## src/rtl/muldiv_pkg.sv

```systemverilog
// Shared op and state encodings for the iterative multiply/divide unit.
package muldiv_pkg;

    localparam int unsigned XLEN_DEF  = 64;
    localparam int unsigned CNT_W_DEF = 7;

    typedef enum logic [1:0] {
        OP_MUL   = 2'b00,
        OP_MULHU = 2'b01,
        OP_DIVU  = 2'b10,
        OP_REMU  = 2'b11
    } op_e;

    typedef enum logic [1:0] {
        S_IDLE = 2'b00,
        S_RUN  = 2'b01,
        S_DONE = 2'b10
    } state_e;

    function automatic logic is_div(input op_e op);
        return op[1];
    endfunction

endpackage

```

## src/rtl/muldiv_datapath.sv

```systemverilog
// Shift-add multiplier / restoring divider sharing one hi/lo register pair.
module muldiv_datapath
    import muldiv_pkg::*;
#(
    parameter int unsigned XLEN = XLEN_DEF
) (
    input  logic            clk,
    input  logic            rst,
    input  logic            i_load,
    input  logic            i_step,
    input  logic            i_finish,
    input  logic            i_dz,
    input  op_e             i_op,
    input  logic [XLEN-1:0] i_a,
    input  logic [XLEN-1:0] i_b,
    output logic [XLEN-1:0] o_result
);

    op_e             r_op;
    logic [XLEN-1:0] r_hi;
    logic [XLEN-1:0] r_lo;
    logic [XLEN-1:0] r_b;
    logic [XLEN-1:0] r_result;

    logic [XLEN:0]   w_sum;
    logic [XLEN:0]   w_mul_acc;
    logic [XLEN:0]   w_rem_sh;
    logic [XLEN+1:0] w_diff;
    logic [XLEN+1:0] w_div_sel;
    logic            w_neg;
    logic [XLEN-1:0] w_nxt_hi;
    logic [XLEN-1:0] w_nxt_lo;
    logic [XLEN-1:0] w_final;

    // hi/lo hold product[2X-1:X]/product[X-1:0] when multiplying, rem/quo when dividing
    always_comb begin
        w_sum     = {1'b0, r_hi} + {1'b0, r_b};
        w_mul_acc = r_lo[0] ? w_sum : {1'b0, r_hi};
        w_rem_sh  = {r_hi, r_lo[XLEN-1]};
        w_diff    = {1'b0, w_rem_sh} - {2'b00, r_b};
        w_neg     = w_diff[XLEN+1];
        w_div_sel = w_neg ? {1'b0, w_rem_sh} : w_diff;
        if (is_div(r_op)) begin
            w_nxt_hi = XLEN'(w_div_sel);
            w_nxt_lo = {r_lo[XLEN-2:0], ~w_neg};
        end else begin
            w_nxt_hi = w_mul_acc[XLEN:1];
            w_nxt_lo = {w_mul_acc[0], r_lo[XLEN-1:1]};
        end
        // MUL/DIVU take the low half, MULHU/REMU the high half
        w_final = r_op[0] ? w_nxt_hi : w_nxt_lo;
    end

    always_ff @(posedge clk or posedge rst) begin
        if (rst) begin
            r_op     <= OP_MUL;
            r_hi     <= '0;
            r_lo     <= '0;
            r_b      <= '0;
            r_result <= '0;
        end else begin
            if (i_load) begin
                r_op <= i_op;
                r_hi <= '0;
                r_lo <= is_div(i_op) ? i_a : i_b;
                r_b  <= is_div(i_op) ? i_b : i_a;
            end else if (i_step) begin
                r_hi <= w_nxt_hi;
                r_lo <= w_nxt_lo;
            end
            if (i_dz) begin
                r_result <= (i_op == OP_DIVU) ? '1 : i_a;
            end else if (i_finish) begin
                r_result <= w_final;
            end
        end
    end

    assign o_result = r_result;

endmodule

```

## src/rtl/ex_muldiv_unit.sv

```systemverilog
// EX-stage M-extension unit: FSM, iteration counter and pipeline stall control.
module ex_muldiv_unit
    import muldiv_pkg::*;
#(
    parameter int unsigned XLEN  = XLEN_DEF,
    parameter int unsigned CNT_W = CNT_W_DEF
) (
    input  logic            clk,
    input  logic            rst,
    input  logic            start,
    input  logic [1:0]      op,
    input  logic [XLEN-1:0] rd1,
    input  logic [XLEN-1:0] rd2,
    input  logic [4:0]      rd_in,
    input  logic            flush,
    output logic            stall,
    output logic            busy,
    output logic            done,
    output logic [XLEN-1:0] result,
    output logic [4:0]      rd_out
);

    localparam logic [CNT_W-1:0] CNT_LAST = CNT_W'(XLEN - 1);

    state_e           r_state;
    state_e           w_state_nxt;
    logic [CNT_W-1:0] r_cnt;
    logic [4:0]       r_rd;
    logic [4:0]       r_rd_out;
    logic             w_load;
    logic             w_step;
    logic             w_finish;
    logic             w_dz;
    op_e              w_op;

    assign w_op = op_e'(op);

    always_ff @(posedge clk or posedge rst) begin
        if (rst) begin
            r_state <= S_IDLE;
        end else begin
            r_state <= w_state_nxt;
        end
    end

    // next state and datapath strobes; flush beats start and aborts RUN/DONE
    always_comb begin
        w_state_nxt = r_state;
        w_load      = 1'b0;
        w_step      = 1'b0;
        w_finish    = 1'b0;
        w_dz        = 1'b0;
        unique case (r_state)
            S_IDLE: begin
                if (start && !flush) begin
                    if (is_div(w_op) && (rd2 == '0)) begin
                        w_dz        = 1'b1;
                        w_state_nxt = S_DONE;
                    end else begin
                        w_load      = 1'b1;
                        w_state_nxt = S_RUN;
                    end
                end
            end
            S_RUN: begin
                w_step = 1'b1;
                if (flush) begin
                    w_state_nxt = S_IDLE;
                end else if (r_cnt == CNT_LAST) begin
                    w_finish    = 1'b1;
                    w_state_nxt = S_DONE;
                end
            end
            S_DONE:  w_state_nxt = S_IDLE;
            default: w_state_nxt = S_IDLE;
        endcase
    end

    always_ff @(posedge clk or posedge rst) begin
        if (rst) begin
            r_cnt    <= '0;
            r_rd     <= '0;
            r_rd_out <= '0;
        end else begin
            if (w_load) begin
                r_cnt <= '0;
            end else if (w_step && (r_cnt != CNT_LAST)) begin
                r_cnt <= r_cnt + CNT_W'(1);
            end
            if (w_load) begin
                r_rd <= rd_in;
            end
            if (w_dz) begin
                r_rd_out <= rd_in;
            end else if (w_finish) begin
                r_rd_out <= r_rd;
            end
        end
    end

    muldiv_datapath #(
        .XLEN (XLEN)
    ) u_datapath (
        .clk      (clk),
        .rst      (rst),
        .i_load   (w_load),
        .i_step   (w_step),
        .i_finish (w_finish),
        .i_dz     (w_dz),
        .i_op     (w_op),
        .i_a      (rd1),
        .i_b      (rd2),
        .o_result (result)
    );

    assign stall  = ((r_state == S_IDLE) && start && !flush) || (r_state == S_RUN);
    assign busy   = (r_state != S_IDLE);
    assign done   = (r_state == S_DONE) && !flush;
    assign rd_out = r_rd_out;

endmodule

```

## config.mk

```make
export PLATFORM = sky130hd
export DESIGN_NAME = ex_muldiv_unit
export DESIGN_NICKNAME = d
export VERILOG_FILES = /design/src/rtl/muldiv_pkg.sv /design/src/rtl/muldiv_datapath.sv /design/src/rtl/ex_muldiv_unit.sv
export SDC_FILE = /design/constraint.sdc
export NUM_CORES = 1
export LEC_CHECK = 0
export BUFFER_PORTS_ARGS = -buffer_cell sky130_fd_sc_hd__buf_4
export CAP_MARGIN = 20
export CORE_MARGIN = 2
export CORE_UTILIZATION = 45
export DETAILED_ROUTE_END_ITERATION = 12
export PLACE_DENSITY = 0.75
export SYNTH_ARGS = -nofsm -noshare
export SYNTH_HDL_FRONTEND = slang
export SYNTH_SLANG_ARGS = --single-unit
```

## constraint.sdc

```tcl
create_clock -name clk -period 16.7 [get_ports clk]
set_input_delay 3.34 -clock clk [delete_from_list [all_inputs] [get_ports clk]]
set_output_delay 3.34 -clock clk [all_outputs]
set_load 0.05 [all_outputs]
```

==> PnR_summary.wiki <==
{| class="wikitable"
! Metric !! Value
|-
| Result of the run || completed
|-
| Syn_nets || 3218
|-
| Initial core utilization || 45.2%
|-
| Startpoint of the worst-slack reg-to-reg timing path || u_datapath.r_b[7]
|-
| Placeable core area || 52300 sq um
|-
| Worst max-slew margin expressed relative to the limit || 25.1%
|-
| Number of enable-type register cells in the synthesized netlist || 0
|-
| Hold slack final || 468 ps
|-
| Class of the tightest hold or removal check || register to register
|-
| Resized Gates After CTS || 0
|-
| Total Negative Setup Slacks || 0 ps
|-
| Cts hold-fix bufs || 0
|-
| TritonRoute pass-1 iters || 6
|-
| Synthesized instance count || 2948
|-
| Slew Viols, Final || 0
|-
| Max Cap Violations || 0
|-
| Layout cells sized above 1 || 11.7%
|-
| Portion of synthesized cell area occupied by the leading cell type || 29.3%
|-
| Startpoint-to-endpoint class of the critical path || primary input to output pin
|-
| Final number of hold-violating endpoints || 0
|-
| Initial antenna violation count || 3
|-
| DRT iter0 DRCs || 2926
|-
| Crit path DAT || 3900 ps
|-
| Critical path peak fanout || 6
|-
| Period utilization || 43.4%
|-
| Count of port buffers added during placement || 210
|-
| Top area cells in the synthesized netlist || dfrtp_1 29%, mux2i_1 9.1%, ha_1 6.8%, nand2_1 6.6%, o21ai_0 5.9%
|-
| Setup crit start kind || primary input
|-
| Global route overflow || 0
|-
| Number of placement rows || 84
|-
| Number of distinct library cell variants in the gate-level netlist after synthesis || 93
|-
| Worst Min Path Start || u_datapath.o_result[8]
|-
| Area growth from synthesis to layout || 12.8%
|-
| I/O Pins || 211
|-
| Start point of the critical path || flush
|-
| CTS buffer count || 29
|-
| Routed Wire Length || 91.6 mm
|-
| Leakage component of the power || 12.0 nW
|-
| Setup repair bufs after CTS || 0
|-
| Antenna-violating nets left || 0
|-
| Gpl congestion || 1.01
|-
| Most common cell after layout, fill and taps aside || nand2_1
|-
| Maximum resistive drop on vdd || 0.119 mV
|-
| Async set-reset flop share out of synthesis || 100%
|-
| Half-perimeter wire length after detailed placement || 68.8 mm
|-
| Setup repair after global routing missed its margin || false
|-
| Maximum number of pins on one net before global-route repair || 170
|-
| Wire length of the first global-routing pass || 138 mm
|-
| Via count || 24300
|-
| Library cell used as clock root buffer || clkbuf_16
|-
| Transition at the pin with the smallest max-transition slack || 1120 ps
|-
| Yosys warning count || 0
|-
| Placed instance area || 25600 sq um
|-
| Crit end category || output pin
|-
| Number of clock sinks || 277
|-
| Global Route Usage Sum || 32.9%
|-
| Count of unresolved DRC violations after routing || 0
|-
| Bufs on Longest Clock Path || 3
|-
| Post-layout nets || 3290
|-
| CP Data Required Time || 13360 ps
|-
| Commonest cells after routing, fill and taps aside || 415 x nand2_1, 277 x o21ai_0, 275 x dfrtp_1, 235 x a21oi_1, 234 x buf_4
|-
| CTS tree || built
|-
| Vias/cell || 6.52
|-
| Avg Cell Area, Syn || 8.03 sq um
|-
| Power density normalized to cell area || 199 nW/um^2
|-
| Post-synthesis sequential area ratio || 29.3%
|-
| Die ar. || 54500 sq um
|-
| Post-Syn Area || 23700 sq um
|-
| Flops & latches, synth || 277
|-
| Clock tree skew after final layout || 22.0 ps
|-
| Average detailed-routed wire length per instance || 24.6 um
|-
| Fin area || 26700 sq um
|-
| Utilization of the core after routing || 51.0%
|-
| Die X || 233 um
|-
| Commonest register cell after synthesis || dfrtp_1
|-
| Level count of the clock H-tree || 1
|-
| Clock latency at the later pin of the worst-skew pair || 570 ps
|-
| Number of setup violations in the final report || 0
|-
| Cell taking the most area after synthesis || dfrtp_1
|-
| Fmax || 138 MHz
|-
| Die Ht || 233 um
|-
| Time the final worst path needs with I/O delays and setup || 7240 ps
|-
| Clock transition at the register clock pins on the worst setup and hold paths after CTS || 60 ps
|-
| Via count of the first global-routing pass || 22400
|}
## cells in the mapped netlist (31+ instances only)
master    number
nand2_1      416
o21ai_0      277
inv_1        111
nand3_1       81
dfrtp_1      277
nor3_1        42
a211oi_1      43
o211ai_1      43
a21o_1        52
a31oi_1       39
xor2_1        40
mux2i_1      216
nor2_1       139
clkbuf_1     171
nand4_1       42
o221ai_1      72
a21oi_1      235
nor2b_1       31
xnor2_1       70
ha_1         129
## critical path, stage by stage
cell     delay [ps]
buf_4           140
nor3b_1         190
buf_4           230
## per-stage QoR
stage | cells | setup WS [ps] | power [mW]
after floorplan | 2948 | 5720 | 3.45
after global placement | 3676 | 9110 | 4.42
after detailed placement | 3676 | 9070 | 4.43
after CTS | 3729 | 9440 | 5.16
after global routing | 3730 | 9280 | 5.62
final | 3731 | 9460 | 5.32
## kinds of logic after synthesis
family	after synthesis	share of synthesized area, %
muxes	230	9.80
DFF	277	29.3
xor gates and xnor gates	110	4.07
AOI/OAI and AO/OA	1031	28.3
buffers and inverters	309	5.14
and+or+nand+nor	860	16.4
adders and majority gates	131	6.99
## area by class of cell
class                   count  area [sq um]
well taps                 688           861
clock inverters            13           203
multi-input cells        2362         15600
inverters                 112           428
flip-flops and latches    277          6940
fillers                  5021         25600
clock buffers              40           857
repair buffers            238          1810
diodes                      1          2.50
## routing by layer
metal | global-route usage (%) | vias to the layer above | wire length [um] | part of all wire (%)
li1 | - | 11000 | - | -
met4 | 12.3 | 2 | 3710 | 4.0
met3 | 9.31 | 188 | 12100 | 13
met5 | 0 | - | 13 | 0.014
met2 | 45.9 | 1567 | 36900 | 40
met1 | 47.7 | 11500 | 38800 | 42
## state kept, by name (all words and copies together), names as in the netlist
register             count
r_cnt                    7
u_datapath.o_result     64
rd_out                   5
r_state                  2
u_datapath.r_b          64
r_rd                     5
u_datapath.r_hi         64
u_datapath.r_op          2
u_datapath.r_lo         64
## power by group
| group | total [mW] | internal (mW) | leakage, nW | switching [mW] |
|---|---|---|---|---|
| logic | 3.45 | 1.25 | 8.07 | 2.21 |
| clock network | 0.721 | 0.434 | 0.519 | 0.286 |
| registers | 1.14 | 0.851 | 3.43 | 0.293 |
| total | 5.32 | 2.53 | 12.0 | 2.79 |
## final timing paths
check	to	slack, ps	cells after the start
setup reg to reg	u_datapath.o_result[55]	11100	15
setup / recovery	done	9460	3
max in group asynchronous	u_datapath.r_op[1]	12250	3
min in group asynchronous	u_datapath.o_result[8]	2940	2
hold / removal	u_datapath.o_result[8]	470	2
hold reg to reg	u_datapath.o_result[8]	470	2
(Power assumes the default switching activity.)
